===== src/rtl/vector_sum_reduce.sv =====
// vector_sum_reduce: accumulates one VECTOR_SIZE-element vector, delivered as
// PE signed lanes per AXI-Stream beat, into a single full-precision signed sum.
// The sum is emitted as a single-beat AXI-Stream result, followed by an ap_done pulse.
//
// state    | meaning
// ---------+------------------------------------------------------------
// ST_IDLE  | waiting for ap_start; no input beats are consumed
// ST_ACCUM | consuming BEATS input beats and adding their lanes into acc
// ST_EMIT  | holding the sum on out0 until the downstream accepts it

module vector_sum_reduce #(
    parameter int PE          = 4,
    parameter int VECTOR_SIZE = 256,
    parameter int IN_W        = 16,
    parameter int ACC_W       = IN_W + $clog2(VECTOR_SIZE)
) (
    input  logic                  ap_clk,
    input  logic                  ap_rst_n,
    input  logic                  ap_start,
    output logic                  ap_ready,
    output logic                  ap_done,
    output logic                  ap_idle,
    input  logic [PE*IN_W-1:0]    in0_TDATA,
    input  logic                  in0_TVALID,
    output logic                  in0_TREADY,
    output logic [ACC_W-1:0]      out0_TDATA,
    output logic                  out0_TVALID,
    input  logic                  out0_TREADY
);

    localparam int BEATS = VECTOR_SIZE / PE;
    localparam int CNT_W = (BEATS > 1) ? $clog2(BEATS) : 1;
    localparam logic [CNT_W-1:0] LAST_BEAT = CNT_W'(BEATS - 1);

    // A partial final beat would silently drop lanes, so refuse to elaborate.
    if ((VECTOR_SIZE % PE) != 0) begin : g_bad_pe
        $error("vector_sum_reduce: PE must divide VECTOR_SIZE");
    end

    typedef enum logic [1:0] {
        ST_IDLE  = 2'd0,
        ST_ACCUM = 2'd1,
        ST_EMIT  = 2'd2
    } state_t;

    state_t             state_q,    state_d;
    logic [ACC_W-1:0]   acc_q,      acc_d;
    logic [CNT_W-1:0]   beat_cnt_q, beat_cnt_d;
    logic               ap_ready_q, ap_ready_d;
    logic               ap_done_q,  ap_done_d;

    logic [IN_W-1:0]    lane;
    logic [ACC_W-1:0]   lane_sum;

    // Sum of the PE lanes of the current beat, each sign-extended to ACC_W.
    always_comb begin
        lane     = '0;
        lane_sum = '0;
        for (int k = 0; k < PE; k++) begin
            lane     = in0_TDATA[k*IN_W +: IN_W];
            lane_sum = lane_sum + {{(ACC_W-IN_W){lane[IN_W-1]}}, lane};
        end
    end

    // Next-state, accumulator, beat counter and handshake pulse logic.
    always_comb begin
        state_d    = state_q;
        acc_d      = acc_q;
        beat_cnt_d = beat_cnt_q;
        ap_ready_d = 1'b0;
        ap_done_d  = 1'b0;
        case (state_q)
            ST_IDLE: begin
                if (ap_start) begin
                    ap_ready_d = 1'b1;
                    acc_d      = '0;
                    beat_cnt_d = '0;
                    state_d    = ST_ACCUM;
                end
            end
            ST_ACCUM: begin
                // in0_TREADY is high throughout ACCUM, so TVALID alone marks a handshake.
                if (in0_TVALID) begin
                    acc_d      = acc_q + lane_sum;
                    beat_cnt_d = beat_cnt_q + 1'b1;
                    if (beat_cnt_q == LAST_BEAT) begin
                        state_d = ST_EMIT;
                    end
                end
            end
            ST_EMIT: begin
                if (out0_TREADY) begin
                    ap_done_d = 1'b1;
                    state_d   = ST_IDLE;
                end
            end
            default: begin
                state_d = ST_IDLE;
            end
        endcase
    end

    // State register with async clear; a reset mid-run discards the partial sum.
    always_ff @(posedge ap_clk or negedge ap_rst_n) begin
        if (!ap_rst_n) begin
            state_q    <= ST_IDLE;
            acc_q      <= '0;
            beat_cnt_q <= '0;
            ap_ready_q <= 1'b0;
            ap_done_q  <= 1'b0;
        end else begin
            state_q    <= state_d;
            acc_q      <= acc_d;
            beat_cnt_q <= beat_cnt_d;
            ap_ready_q <= ap_ready_d;
            ap_done_q  <= ap_done_d;
        end
    end

    // Stream-side controls decode straight from state; acc only leaves via EMIT
    // (out0_TVALID), so driving TDATA from acc at all times is harmless.
    assign ap_ready    = ap_ready_q;
    assign ap_done     = ap_done_q;
    assign ap_idle     = (state_q == ST_IDLE);
    assign in0_TREADY  = (state_q == ST_ACCUM);
    assign out0_TVALID = (state_q == ST_EMIT);
    assign out0_TDATA  = acc_q;

endmodule


===== config.mk =====
export PLATFORM = sky130hd
export DESIGN_NAME = vector_sum_reduce
export DESIGN_NICKNAME = d
export VERILOG_FILES = /design/src/rtl/vector_sum_reduce.sv
export SDC_FILE = /design/constraint.sdc
export NUM_CORES = 1
export LEC_CHECK = 0
export ABC_AREA = 1
export CELL_PAD_IN_SITES_DETAIL_PLACEMENT = 2
export CELL_PAD_IN_SITES_GLOBAL_PLACEMENT = 2
export CORE_MARGIN = 5
export CORE_UTILIZATION = 31
export CTS_CLUSTER_SIZE = 24
export DETAILED_ROUTE_END_ITERATION = 8
export PLACE_DENSITY = 0.93
export SLEW_MARGIN = 15
export SYNTH_ARGS = -nofsm -noshare
export SYNTH_HDL_FRONTEND = slang
export SYNTH_SLANG_ARGS = --single-unit

===== constraint.sdc =====
create_clock -name ap_clk -period 4.3 [get_ports ap_clk]
set_input_delay 0.43 -clock ap_clk [delete_from_list [all_inputs] [get_ports ap_clk]]
set_output_delay 0.43 -clock ap_clk [all_outputs]
set_load 0.02 [all_outputs]

==> key figures, run 1 <==
Clocking
  • CTS Buffer Depth: 2
  • CTS Buf Count: 5
  • CTS H-tree lvls: 2
  • Hold-fix buffers, CTS: 0
  • CTS sink cnt: 34
  • Clock root buffer: clkbuf_16

GRT
  • Largest net degree at the start of global routing: 35
  • Initial antenna violation count: 0

Place
  • Placed cell area: 0.00619 mm^2
  • Count of input and output buffers: 97
  • GP Congestion: 0.859
  • Placed cells: 971
  • Post-DP HPWL: 16,500 um

Floorplanning
  • IO Pins: 98
  • Die span in x: 130 um
  • Initial Util: 32.0%
  • Die H: 130 um
  • Site Rows: 43

Yosys
  • Syn nets: 771
  • Largest cells by area after synthesis: dfrtp_1, fa_1, inv_1
  • Sequential fraction of the synthesis area: 19.0%
  • Yosys reg bits: 34
  • Gate Count Post-Synth: 625
  • Synthesized area per cell: 7.15 um^2
  • Netlist cell types: 41
  • Cell Area, Synth: 0.00447 mm^2
  • Top-area cell type share of the netlist area: 19.0%
  • Area leader, netlist: dfrtp_1
  • Yosys Warn Count: 0

Outcome
  • Halt Reason: [ERROR DPL-0033] detailed placement checks failed during check placement.
  • Fail Step: global routing (5_1_grt)
  • Status: aborted with a tool error

STA
  • GRT worst endpoint: out0_TDATA[17]$_DFFE_PN0P_/D
  • Worst ep type: sequential cell input
[through the flow]
| step | utilization, % | worst slack (ps) |
|---|---|---|
| CTS | 51.4 | -37.4 |
| detailed placement | 44.2 | -1030 |
| global placement | 44.2 | -691 |
| floorplan | - | 187 |
[timing repair]
| item | in CTS |
|---|---|
| endpoints found under the setup margin | 17 |
| resized for setup | 232 |
| setup buffers | 24 |
| pin swaps | 108 |
| gates cloned | 0 |
[logic make-up after synthesis]
group / count (synthesis) / share of synthesized area [%]
adder cells (fa/ha/maj): 77 / 27.3
flip-flops: 34 / 19.0
AO/OA/AOI/OAI: 121 / 15.8
buffers and inverters: 152 / 13.2
AND/OR/NAND/NOR: 224 / 21.4
XOR/XNOR: 17 / 3.33
[synth_stat cells, drive strengths merged]
library cell / count
inv: 147
nand2: 140
a21oi: 52
nor2: 44
ha: 43
o21ai: 43
dfrtp: 34
fa: 34
nand3: 22
xnor2: 9
xor2: 8
nor3: 7
a21o: 6
nand4: 6
a31oi: 5
buf: 5
a21boi: 3
a22o: 2
o21bai: 2
o31ai: 2
or2: 2
a221oi: 1
a32o: 1
and2: 1
and3: 1
nor3b: 1
o211a: 1
o211ai: 1
o21a: 1
o22ai: 1
==> inputs of run 2 (changes only) <==
==> config.mk (replaced) <==
export PLATFORM = sky130hd
export DESIGN_NAME = vector_sum_reduce
export DESIGN_NICKNAME = d
export VERILOG_FILES = /design/src/rtl/vector_sum_reduce.sv
export SDC_FILE = /design/constraint.sdc
export NUM_CORES = 1
export LEC_CHECK = 0
export ABC_AREA = 1
export CORE_MARGIN = 5
export CORE_UTILIZATION = 30
export DETAILED_ROUTE_END_ITERATION = 8
export PLACE_DENSITY_LB_ADDON = 0.15
export SLEW_MARGIN = 15
export SYNTH_ARGS = -nofsm -noshare
export SYNTH_HDL_FRONTEND = slang
export SYNTH_SLANG_ARGS = --single-unit
==> run 2 against run 1 <==
The run now ends clean. Synthesized cell count unchanged. Area after synthesis unchanged.
==> key figures, run 2 <==
GRT
  • Met3 usage: 2.63%
  • Met2 Use GR: 26.0%
  • GR Overflow Total: 0
  • Largest net degree at the start of global routing: 35
  • Gr busiest metal: met2
  • Tot GR Track Use: 14.7%
  • First-pass GRT wire length: 21,700 um
  • Grt met1 use: 19.2%
  • Initial antenna violation count: 0
  • Vias in the first global route: 4,714

Place
  • Count of input and output buffers: 97 (unchanged)
  • GP Congestion: 0.858 (-0.14%)
  • Post-DP HPWL: 10,500 um (-36%)
  • Place WS: -776 ps (+255 ps)
  • Placed cells: 976 (+0.51%)

Finish
  • Finished Core Util: 51.2%
  • Ant. Diodes: 0
  • Nets: 965
  • Most common cell after layout, fill and taps aside: inv_1
  • Fin cells: 1,004
  • Fraction of layout cells with a size suffix above 1: 35.5%
  • Max reg flops: 24
  • Most frequent cells in the layout: inv_1, nand2_1, buf_4, clkdlybuf4s50_1, dfrtp_1
  • Area grow syn2layout: 66.9%

Yosys
  • Yosys reg bits: 34 (unchanged)
  • Post-synth EDFFs: 0 (unchanged)
  • Post-synth top cells: inv_1, nand2_1, a21oi_1
  • Gate Count Post-Synth: 625 (unchanged)
  • Cell Area, Synth: 0.00447 mm^2 (unchanged)
  • Area leader, netlist: dfrtp_1
  • Cell with the most instances after synthesis: inv_1
  • Largest cells by area after synthesis: dfrtp_1, fa_1, inv_1
  • Top-area cell type share of the netlist area: 19.0% (unchanged)
  • Sequential fraction of the synthesis area: 19.0% (unchanged)
  • Yosys Warn Count: 0 (unchanged)
  • Synthesized area per cell: 7.15 um^2 (unchanged)
  • Syn nets: 771 (unchanged)
  • Netlist cell types: 41 (unchanged)
  • Prevailing post-synth register cell: dfrtp_1
  • Async SR Flop Fraction: 100% (unchanged)

Detailed routing
  • Final ANT Viol Nets: 0
  • Routed WL: 13,400 um
  • WL per Instance: 13.4 um
  • DRT Pass-1 Iters: 4
  • DR vias/cell: 4.56
  • First-iteration detailed-routing DRC count: 148
  • DRC: 0
  • Via count: 4,577

Pwr
  • Total Power: 7.00 mW
  • PwrDens: 938 mW/mm^2
  • Max VDD drop: 438 uV
  • Leak Pwr: 3.82 nW

Hold path
  • Worst min path class: flop to flop

Worst setup path
  • Worst reg-to-reg setup slack: 2100 ps
  • Reg2reg path depth: 11
  • CP Data Arrival Time: 4360 ps
  • CP endpoint kind: flop
  • Critical Path RT: 4520 ps
  • Crit Path Max Fanout: 6
  • Reg2reg end: out0_TDATA[18]
  • Crit. Startpoint: in0_TDATA[47]
  • Worst setup path endpoint: out0_TDATA[20]
  • Worst setup path class: input port to flop
  • Startpoint types: input port
  • Reg2reg start: out0_TDATA[0]

STA
  • Max Fclk: 242 MHz
  • Final setup vio count: 0
  • Fin worst setup slack: 160 ps
  • Worst Tran Pin Value: 738 ps
  • Period minus WS final: 4140 ps
  • Final period utilization: 96.3%
  • Slew margin rel.: 50.8%
  • Final Max Slew Viols: 0
  • Clock Skews: 5.24 ps
  • Final hold violations: 0

Floorplanning
  • Die span in x: 132 um (+1.5%)
  • Site Rows: 44 (+2.3%)
  • Die area: 0.0174 mm^2
  • Die H: 132 um (+1.5%)
  • Initial Util: 30.7% (-1.3 points)
  • IO Pins: 98 (unchanged)
  • Core area: 0.0146 mm^2

Clocking
  • Worst-path clk slew: 60 ps
  • CTS tree: built
  • CTS Buffer Depth: 2 (unchanged)
  • Clk Latency, worst-skew pair: 290 ps
  • CTS H-tree lvls: 2 (unchanged)
  • Hold-fix buffers, CTS: 0 (unchanged)
  • CTS Buf Count: 5 (unchanged)
  • CTS sink cnt: 34 (unchanged)
  • Clock root buffer: clkbuf_16

Run
  • Max-cap viol count: 0

Outcome
  • Status: finished clean
## run 2: cell counts after synthesis
Identical to the previous run, type by type.
## run 2: cells by family after synthesis
family | after synthesis | synth area share [%]
buf+inv | 152 | 13.2
simple gates | 224 | 21.4
xor+xnor | 17 | 3.33
fa+ha+maj | 77 | 27.3
flops | 34 | 19.0
compound gates | 121 | 15.8
## run 2: worst min-delay path by stage
stage / slack, ps / end / depth (start not counted) / startpoint
floorplan: 130 / ap_done / 0 / ap_rst_n
global placement: 480 / ap_done / 1 / state_q[0]
detailed placement: 500 / out0_TDATA[8] / 2 / out0_TDATA[8]
CTS: 520 / ap_done / 1 / state_q[0]
global route: 550 / out0_TDATA[7] / 2 / out0_TDATA[7]
finish: 520 / out0_TDATA[2] / 2 / out0_TDATA[2]
## run 2: where the power goes
part           internal, mW  switching, mW  total, mW
Combinational          2.77           3.10       5.88
Clock                 0.333          0.154      0.487
Sequential            0.470          0.167      0.637
Total                  3.58           3.42       7.00
## run 2: area by class of cell
type / instances / area, um^2
Timing Repair Buffer: 192 / 1740
Sequential cell: 34 / 851
Clock inverter: 3 / 68.8
Clock buffer: 5 / 125
Inverter: 147 / 554
Tap cell: 184 / 230
Multi-Input combinational cell: 439 / 3900
Fill cell: 1419 / 7120
## run 2: worst max-delay path: stages
cell and delay [ps]:
clkdlybuf4s50_1 450, inv_1 50, fa_1 540, fa_1 530, inv_1 60, ha_1 320, nand2_2 60, nor2_1 190
and2_4 190, nand2_4 70, nand2_2 100, nand2_4 80, nand2_8 120, ha_4 230, nand2_1 120, inv_1 90
a21oi_2 150, a21boi_2 190, o21ai_2 90, a21oi_2 140, o21ai_1 80, nand2_1 60
## run 2: through the flow
stage | instance area, um^2 | hold slack, ps | TNS, ps
floorplan | 4470 | 134 | 0
global placement | 6200 | 485 | -9000
detailed placement | 6200 | 502 | -8990
CTS | 6770 | 520 | 0
global route | 7460 | 555 | -147
finish | 7460 | 518 | 0
## run 2: timing repair
item | 4_1_cts | 5_1_grt
resized for setup | 94 | 162
buffers inserted | 10 | 10
gates cloned | 0 | 0
setup endpoints to repair | 15 | 14
pin swaps | 74 | 93
endpoints found under the hold margin | 0 | 0
## run 2: routing by layer
metal / vias up / routed length [um]
li1: 2345 / -
met4: 0 / 117
met1: 2149 / 6050
met2: 72 / 6800
met3: 11 / 453
met5: - / 0
No activity file was read; power rests on OpenSTA's default activity.
==> inputs of run 3 (changes only) <==
--- a/config.mk
+++ b/config.mk
@@ -10,6 +10,7 @@
 export CORE_UTILIZATION = 30
 export DETAILED_ROUTE_END_ITERATION = 8
 export PLACE_DENSITY_LB_ADDON = 0.15
+export SKIP_LAST_GASP = 1
 export SLEW_MARGIN = 15
 export SYNTH_ARGS = -nofsm -noshare
 export SYNTH_HDL_FRONTEND = slang
==> constraint.sdc (replaced) <==
create_clock -name ap_clk -period 3.65 [get_ports ap_clk]
set_input_delay 0.365 -clock ap_clk [delete_from_list [all_inputs] [get_ports ap_clk]]
set_output_delay 0.365 -clock ap_clk [all_outputs]
set_load 0.02 [all_outputs]
==> run 3 against run 2 <==
The run now ends with setup timing left. Sequential share of layout area decreased by 0.89 points. Clock skew decreased by 0.56 ps. Flip-flop and latch count unchanged. Worst hold slack got worse by 20 ps. Routed wire length increased by 1.5%. Critical path depth unchanged. Global-route usage increased by 0.14 points. Final cell count increased by 4.0%. Clock-buffer cell count unchanged. Register-to-register slack got worse by 680 ps. Via count increased by 5.3%. Critical path type unchanged. Highest routed layer unchanged.
==> key figures, run 3 (synthesized netlist as in run 2, its figures left out) <==
Place
  • GP Congestion: 0.874 (+1.8%)
  • Placed cells: 984 (+0.82%)
  • Post-DP HPWL: 10,000 um (-4.9%)
  • Placed cell area: 0.00643 mm^2 (+3.8%)
  • Count of input and output buffers: 97 (unchanged)

Finish
  • Multi-input logic area: 0.00428 mm^2 (+9.7%)
  • Area grow syn2layout: 81.1%
  • Max reg flops: 24 (unchanged)
  • Register area: 851 um^2 (unchanged)
  • Design area: 0.00810 mm^2 (+8.5%)
  • Ant. Diodes: 0 (unchanged)
  • Most frequent cells in the layout: buf_4, inv_1, nand2_1, clkdlybuf4s50_1, inv_2
  • Layout filler cell count: 1,280 (-9.8%)
  • Fin cells: 1,044 (+4.0%)
  • Fraction of layout cells with a size suffix above 1: 47.6% (+12 points)
  • Finished Core Util: 55.5% (+4.3 points)
  • Most common cell after layout, fill and taps aside: buf_4
  • Nets: 1,005 (+4.1%)

STA
  • Final setup vio count: 13 (+13)
  • Clock Skews: 4.68 ps (-0.556 ps)
  • Final hold violations: 0 (unchanged)
  • Worst Tran Pin Value: 659 ps (-78.4 ps)
  • Worst hold margin: 498 ps (-19.9 ps)
  • Period minus WS final: 3980 ps
  • Max Fclk: 251 MHz
  • Final period utilization: 109%
  • Final Max Slew Viols: 0 (unchanged)
  • Slew margin rel.: 56.0% (+5.2 points)
  • Unrepaired setup endpoints after global routing: yes
  • Fin worst setup slack: -333 ps (-493 ps)

Detailed routing
  • DRT Pass-1 Iters: 4 (unchanged)
  • WL per Instance: 13.0 um (-2.4%)
  • DRC: 0 (unchanged)
  • First-iteration detailed-routing DRC count: 131 (-11%)
  • Final ANT Viol Nets: 0 (unchanged)
  • DR vias/cell: 4.62 (+1.3%)
  • Via count: 4,820 (+5.3%)
  • Routed WL: 13,600 um (+1.5%)

Worst setup path
  • Reg2reg end: out0_TDATA[18]
  • Worst reg-to-reg setup slack: 1420 ps (-680 ps)
  • Crit. Startpoint: in0_TDATA[2]
  • Crit path depth: 22 (unchanged)
  • CP peak stage delay: 540 ps (about the same)
  • Reg2reg start: out0_TDATA[0]
  • Reg2reg path depth: 11 (unchanged)
  • Bufs and invs on worst path: 5 (+1)
  • Startpoint types: input port
  • CP Cell Sequence: buf_6, inv_2, fa_1, fa_1, inv_2, buf_6, fa_2, nand3_2, nand2_2, nand3_2, nand4_1, buf_4, a21oi_4, xor2_4, ha_4, a21o_1, a21oi_1, a21boi_2, o21ai_2, a21oi_1, o21ai_1, nand2_1
  • Worst setup path endpoint: out0_TDATA[20]
  • CP Data Arrival Time: 4210 ps (-150 ps)
  • Slowest CP cell: fa_1
  • Critical Path RT: 3870 ps (-650 ps)
  • CP delay by family, top: adder cells
  • CP endpoint kind: flop
  • Worst setup path class: input port to flop
  • Crit Path Max Fanout: 3 (-3)

Run
  • Max-cap viol count: 0 (unchanged)

Floorplanning
  • Core area: 0.0146 mm^2 (unchanged)
  • Die H: 132 um (unchanged)
  • Die span in x: 132 um (unchanged)
  • Site Rows: 44 (unchanged)
  • Initial Util: 30.7% (unchanged)
  • Die area: 0.0174 mm^2 (unchanged)
  • IO Pins: 98 (unchanged)

Clocking
  • CTS Buffer Depth: 2 (unchanged)
  • CTS sink cnt: 34 (unchanged)
  • Worst-path clk slew: 60 ps (about the same)
  • CTS H-tree lvls: 2 (unchanged)
  • CTS tree: built
  • Clk Latency, worst-skew pair: 280 ps (about the same)
  • Hold-fix buffers, CTS: 0 (unchanged)
  • Clock root buffer: clkbuf_16
  • CTS Buf Count: 5 (unchanged)

GRT
  • GR Overflow Total: 0 (unchanged)
  • Vias in the first global route: 5,004 (+6.2%)
  • Initial antenna violation count: 0 (unchanged)
  • First-pass GRT wire length: 22,300 um (+2.7%)
  • Largest net degree at the start of global routing: 35 (unchanged)
  • Tot GR Track Use: 14.9% (+0.14 points)

Outcome
  • Failing checks: setup timing
  • Status: finished with violations

Hold path
  • Worst min path class: input port to async pin
[run 3: layout make-up]
class	count	area share (%)
Timing Repair Buffer	232	24.8
Tap cell	184	2.84
Clock buffer	5	1.55
Clock inverter	3	0.556
Sequential cell	34	10.5
Inverter	147	6.97
Multi-Input combinational cell	439	52.8
[run 3: worst min path at each step]
stage / from / endpoint / slack, ps / cells past startpoint
floorplan: ap_rst_n / ap_done / 70 / 0
global placement: state_q[0] / ap_done / 490 / 1
detailed placement: state_q[0] / ap_done / 500 / 1
CTS: state_q[0] / ap_done / 500 / 1
global route: state_q[0] / ap_done / 530 / 1
finish: ap_rst_n / ap_done / 500 / 2
[run 3: routing by layer]
metal / track usage (%) / vias to the layer above / share of wire [%]
met5: 0 / - / 0
li1: - / 2437 / -
met2: 26.0 / 93 / 51
met1: 19.3 / 2274 / 44
met4: 2.69 / 0 / 1.3
met3: 2.90 / 16 / 4.2
[run 3: repair_timing]
item | CTS | global route
buffers inserted | 37 | 20
gates resized for setup | 206 | 179
setup endpoints to repair | 20 | 19
pin swaps | 149 | 137
[run 3: metrics by stage]
step	setup TNS, ps	setup slack, ps
2_1_floorplan	-662	-116
3_3_place_gp	-16350	-1030
3_5_place_dp	-17240	-1100
4_1_cts	-4270	-428
5_1_grt	-5740	-590
6_report	-2750	-333
Power of run 3 is left out: the tool's default activity adds up to more than one toggle a clock period on the data nets, which glitch-free logic cannot reach.
